[src/rtl/biu_regfile_slave.sv]
// biu_regfile_slave: register bank behind biu_slave.
// Scratch, status and free-running count with fixed-latency read return.
module biu_regfile_slave #(
  parameter int                    ADDR_WIDTH   = 32,
  parameter int                    DATA_WIDTH   = 32,
  parameter logic [ADDR_WIDTH-1:0] BASE_ADDR    = 'hc0000010,
  parameter int                    NUM_REGS     = 4,
  parameter int                    READ_LATENCY = 2
) (
  input  logic                  clk,
  input  logic                  n_rst,
  input  logic [ADDR_WIDTH-1:0] i_address,
  input  logic [DATA_WIDTH-1:0] i_data_in,
  input  logic                  i_rnw,
  input  logic                  i_en,
  output logic [DATA_WIDTH-1:0] o_data_out,
  output logic                  o_data_valid,
  output logic [DATA_WIDTH-1:0] o_reg0
);

  localparam int IW = $clog2(NUM_REGS);
  localparam logic [IW-1:0] IDX_ST  = IW'(NUM_REGS - 2);
  localparam logic [IW-1:0] IDX_CNT = IW'(NUM_REGS - 1);

  logic [ADDR_WIDTH-1:0] off;
  logic [IW-1:0]         idx;
  logic                  hit;
  logic                  wr;
  logic                  rd;
  logic                  is_st;
  logic                  is_cnt;
  logic                  is_scr;

  logic [DATA_WIDTH-1:0] scr [NUM_REGS];
  logic [DATA_WIDTH-1:0] count;
  logic [DATA_WIDTH-1:0] status;
  logic [DATA_WIDTH-1:0] rd_data;
  logic                  err;
  logic [7:0]            wcnt;

  logic [DATA_WIDTH-1:0]   pdata [READ_LATENCY];
  logic [READ_LATENCY-1:0] pvld;

  assign off    = i_address - BASE_ADDR;
  assign idx    = off[IW+1:2];
  assign hit    = (off[1:0] == 2'b00) &&
                  (off[ADDR_WIDTH-1:IW+2] == '0);
  assign wr     = i_en && !i_rnw;
  assign rd     = i_en && i_rnw;
  assign is_st  = (idx == IDX_ST);
  assign is_cnt = (idx == IDX_CNT);
  assign is_scr = (idx < IDX_ST);

  always_comb begin
    status       = '0;
    status[15:8] = wcnt;
    status[0]    = err;
  end

  always_comb begin
    rd_data = DATA_WIDTH'(32'hDEADBEEF);
    if (hit) begin
      unique case (1'b1)
        is_cnt:  rd_data = count;
        is_st:   rd_data = status;
        default: rd_data = scr[idx];
      endcase
    end
  end

  always_ff @(posedge clk) begin
    if (!n_rst) begin
      for (int i = 0; i < NUM_REGS; i++)
        scr[i] <= '0;
      count <= '0;
      err   <= 1'b0;
      wcnt  <= '0;
      pvld  <= '0;
      for (int i = 0; i < READ_LATENCY; i++)
        pdata[i] <= '0;
    end else begin
      if (wr && hit && is_cnt)
        count <= i_data_in;
      else
        count <= count + DATA_WIDTH'(1);
      if (wr && hit && is_scr)
        scr[idx] <= i_data_in;
      if (wr && hit)
        wcnt <= wcnt + 8'd1;
      // a miss in the same cycle outranks the W1C clear
      if (i_en && !hit)
        err <= 1'b1;
      else if (wr && hit && is_st && i_data_in[0])
        err <= 1'b0;
      pvld[0]  <= rd;
      pdata[0] <= rd ? rd_data : '0;
      for (int i = 1; i < READ_LATENCY; i++) begin
        pvld[i]  <= pvld[i-1];
        pdata[i] <= pdata[i-1];
      end
    end
  end

  assign o_data_out   = pdata[READ_LATENCY-1];
  assign o_data_valid = pvld[READ_LATENCY-1];
  assign o_reg0       = scr[0];

endmodule
[config.mk]
export PLATFORM = sky130hd
export DESIGN_NAME = biu_regfile_slave
export DESIGN_NICKNAME = d
export VERILOG_FILES = /design/src/rtl/biu_regfile_slave.sv
export SDC_FILE = /design/constraint.sdc
export NUM_CORES = 1
export LEC_CHECK = 0
export ABC_AREA = 1
export CORE_AREA = 3 3 153 155
export CTS_CLUSTER_SIZE = 24
export DETAILED_ROUTE_END_ITERATION = 8
export DIE_AREA = 0 0 156 158
export GPL_TIMING_DRIVEN = 0
export PLACE_DENSITY = 0.69
export SETUP_SLACK_MARGIN = 0.2
export SLEW_MARGIN = 20
export SYNTH_ARGS = -nofsm -noshare
export SYNTH_HDL_FRONTEND = slang
export SYNTH_SLANG_ARGS = --single-unit
[constraint.sdc]
create_clock -name clk -period 5.96 [get_ports clk]
set_clock_uncertainty 0.2 [all_clocks]
set_input_delay 1.192 -clock clk [delete_from_list [all_inputs] [get_ports clk]]
set_output_delay 1.192 -clock clk [all_outputs]
set_load 0.005 [all_outputs]
==> results by group <==
Status
  – Status: finished, final reports clean

Yosys
  – Mux cell area share after synthesis: 0
  – Flops & latches, synth: 171
  – Async SR Flop Fraction: 0
  – Adder-Cell Fraction of Synth Area: 0.00285
  – Number of flops mapped to enable cells by yosys: 64
  – Largest family of logic cells by synthesized area: simple AND/OR/NAND/NOR gates
  – Sequential element share of the synthesized area: 0.463
  – Mapped Nets: 1245
  – Distinct cell type count after synthesis: 37
  – Post-synthesis instance area: 8780 um2
  – Syn_area_per_cell: 7.48 um2
  – Syn. warnings: 0
  – Compound-Gate Fraction of Synth Area: 0.0600
  – Synth Area in Simple Gates: 0.315
  – Post-Synthesis Cells: 1175
  – Xor/xnor share of the synthesized area: 0.0299
  – Most used flip-flop cell after synthesis: dfxtp_1

Layout
  – Layout cells sized above 1: 0.0950
  – Area delta synth->final: 25.6%
  – Most frequent cells in the layout: nand2_1, nor2_1, inv_1
  – Final Non-Filler Cells: 1617
  – Final core utilization: 0.503
  – Storage cell area: 4060 um2
  – Diodes inserted: 0
  – Final #Nets: 1395
  – Multi-input combinational cell area: 3600 um2
  – FILL cells: 2193
  – Most common library cell in the layout ignoring fill and taps: nand2_1

Power
  – Leak: 0.00490 uW
  – Power Density: 237 nW/um2
  – Peak supply drop: 0.183 mV

GRT
  – Total GRT Usage: 0.213
  – Vias in the first global route: 7168
  – Global routing usage on met2: 0.330
  – Antenna violations before repair: 0
  – Grt met3 use: 0.0448
  – Largest net degree at the start of global routing: 33
  – Total gr overflow: 0
  – First-pass GRT wire length: 40.0 mm
  – Top Usage Layer GRT: met2
  – GR Util met1: 0.299

Clock tree
  – Clk sink count: 171
  – Setup Fix Bufs, Post-CTS: 0
  – H-tree depth: 4
  – CTS Root Cell: clkbuf_16
  – Hold_buf cts: 0
  – CTS resizes: 0
  – Worst-path clk slew: 70 ps
  – CTS buffer count: 17
  – CTS tree: built
  – Skew-Pair Late Insertion Delay: 430 ps
  – Max clock buf depth: 2

Drt
  – Routed WL: 26.5 mm
  – Pre-antenna DRT Iters: 7
  – Routed len/inst: 16.4 um
  – Detail Route Antenna Nets: 0
  – Vias: 7957
  – 1st-iter DRT viols: 805
  – # DRC: 0
  – Vias per cell: 4.92

Place
  – Gpl congestion: 0.947
  – DPL Wire Length: 21.0 mm
  – Port bufs: 130
  – Total placed cells including tap cells: 1586

Timing
  – Final period utilization: 0.788
  – Final Slew Violations: 0
  – Final Hold Viols: 0
  – Worst-Margin Slew: 804 ps
  – RSZ-0062 raised after global routing: false
  – Slew margin rel.: 0.462
  – Final setup fails: 0
  – Maximum clock rate: 213 MHz
  – Crit path time final: 4690 ps

Critical path
  – CP Buf/Inv Count: 3
  – Max incr delay on CP: 590 ps
  – Setup CP Type: input pin to flop
  – CP top delay family: simple AND/OR/NAND/NOR gates
  – Critical Path Sink Type: flop
  – Crit-path cells: clkdlybuf4s50_1 -> nor2_1 -> nand2_1 -> nor2_1 -> nand3_2 -> nand3b_1 -> inv_2 -> nor2_4 -> nand3_4 -> nor2_8 -> nand3_2 -> buf_2 -> nand2_2
  – Critical Path RT: 5820 ps
  – Crit-path max FO: 32
  – Arrival time at the worst endpoint: 4550 ps
  – Critical Path Source Type: input pin
  – Critical path's slowest cell: nand2_2

Worst hold path
  – Hold crit path type: flop to flop

Floorplanning
  – Die W: 156 um
  – Die ar.: 24600 um2
  – I/O pin cnt: 133
  – CORE AREA: 22000 um2
  – Initial Utilization: 0.400
  – Row count: 54
  – Die span in y: 158 um

Flow run
  – Max cap viols: 0
[worst paths after layout]
kind | endpoint | start | slack (ps) | cells after the start
hold reg to reg | pdata[0][45] | pdata[0][13] | 210 | 2
setup reg to reg | count[28] | count[0] | 2990 | 16
setup / recovery | scr[1][9] | i_address[16] | 1270 | 13
hold / removal | pdata[0][45] | pdata[0][13] | 210 | 2
[routing by layer]
layer,up-vias,routed length (um)
li1,3972,-
met1,3622,12000
met2,314,11900
met3,49,2030
met4,0,597
met5,-,0
[synthesized netlist by cell type (all sizes together) (25+ instances only)]
master | count | area [um2]
clkbuf | 31 | 116
nand3 | 44 | 263
o21ai | 63 | 315
xor2 | 25 | 219
edfxtp | 64 | 1920
dfxtp | 107 | 2140
nor2 | 217 | 901
buf | 45 | 322
nand2 | 265 | 1000
inv | 183 | 687
nor3 | 45 | 325
nand4 | 37 | 238
[logic make-up after synthesis]
logic type	Yosys count
DFF	171
adders and majority gates	2
and+or+nand+nor	614
buffers and inverters	262
xor gates and xnor gates	30
AOI/OAI and AO/OA	96
[cell type report]
type | count | area share
Sequential cell | 171 | 0.368
Multi-Input combinational cell | 742 | 0.326
Timing Repair Buffer | 131 | 0.119
Inverter | 186 | 0.0633
Buffer | 76 | 0.0397
Clock buffer | 19 | 0.0392
Tap cell | 280 | 0.0317
Clock inverter | 12 | 0.0126
[power breakdown]
part           internal (uW)  leakage, uW  switching [uW]
combinational            105      0.00315             151
sequential              1250      0.00148            18.0
clock                    623     0.000277             478
[worst reg2reg max path: stages, from the launching register on]
cell and delay (ps):
dfxtp_1 370, ha_1 200, nand3_1 170, inv_1 90
nand2_1 80, nor2_1 240, nand2_1 170, nor2_1 300
nand2_1 140, nor2_1 260, nand2_1 140, nor2_1 130
xor2_1 150, inv_1 50, nand2_1 80, nand2_1 60
nor2_1 70
[sequential cells by signal, summed over array words and instances (netlist names)]
signal / flops
count: 32
wcnt: 8
pdata: 64
pvld: 2
err: 1
scr: 64
[stage by stage]
step	instance area (um2)	setup slack [ps]	power, uW	hold WS, ps	setup TNS (ps)
4_1_cts	11000	1270	2630	215	0
3_3_place_gp	10400	-1890	1540	196	-60470
3_5_place_dp	10500	832	1540	200	0
6_report	11000	1270	2620	210	0
2_1_floorplan	8780	404	1400	190	0
5_1_grt	11000	1000	2690	232	0
Power figures use the tool's default switching activity.
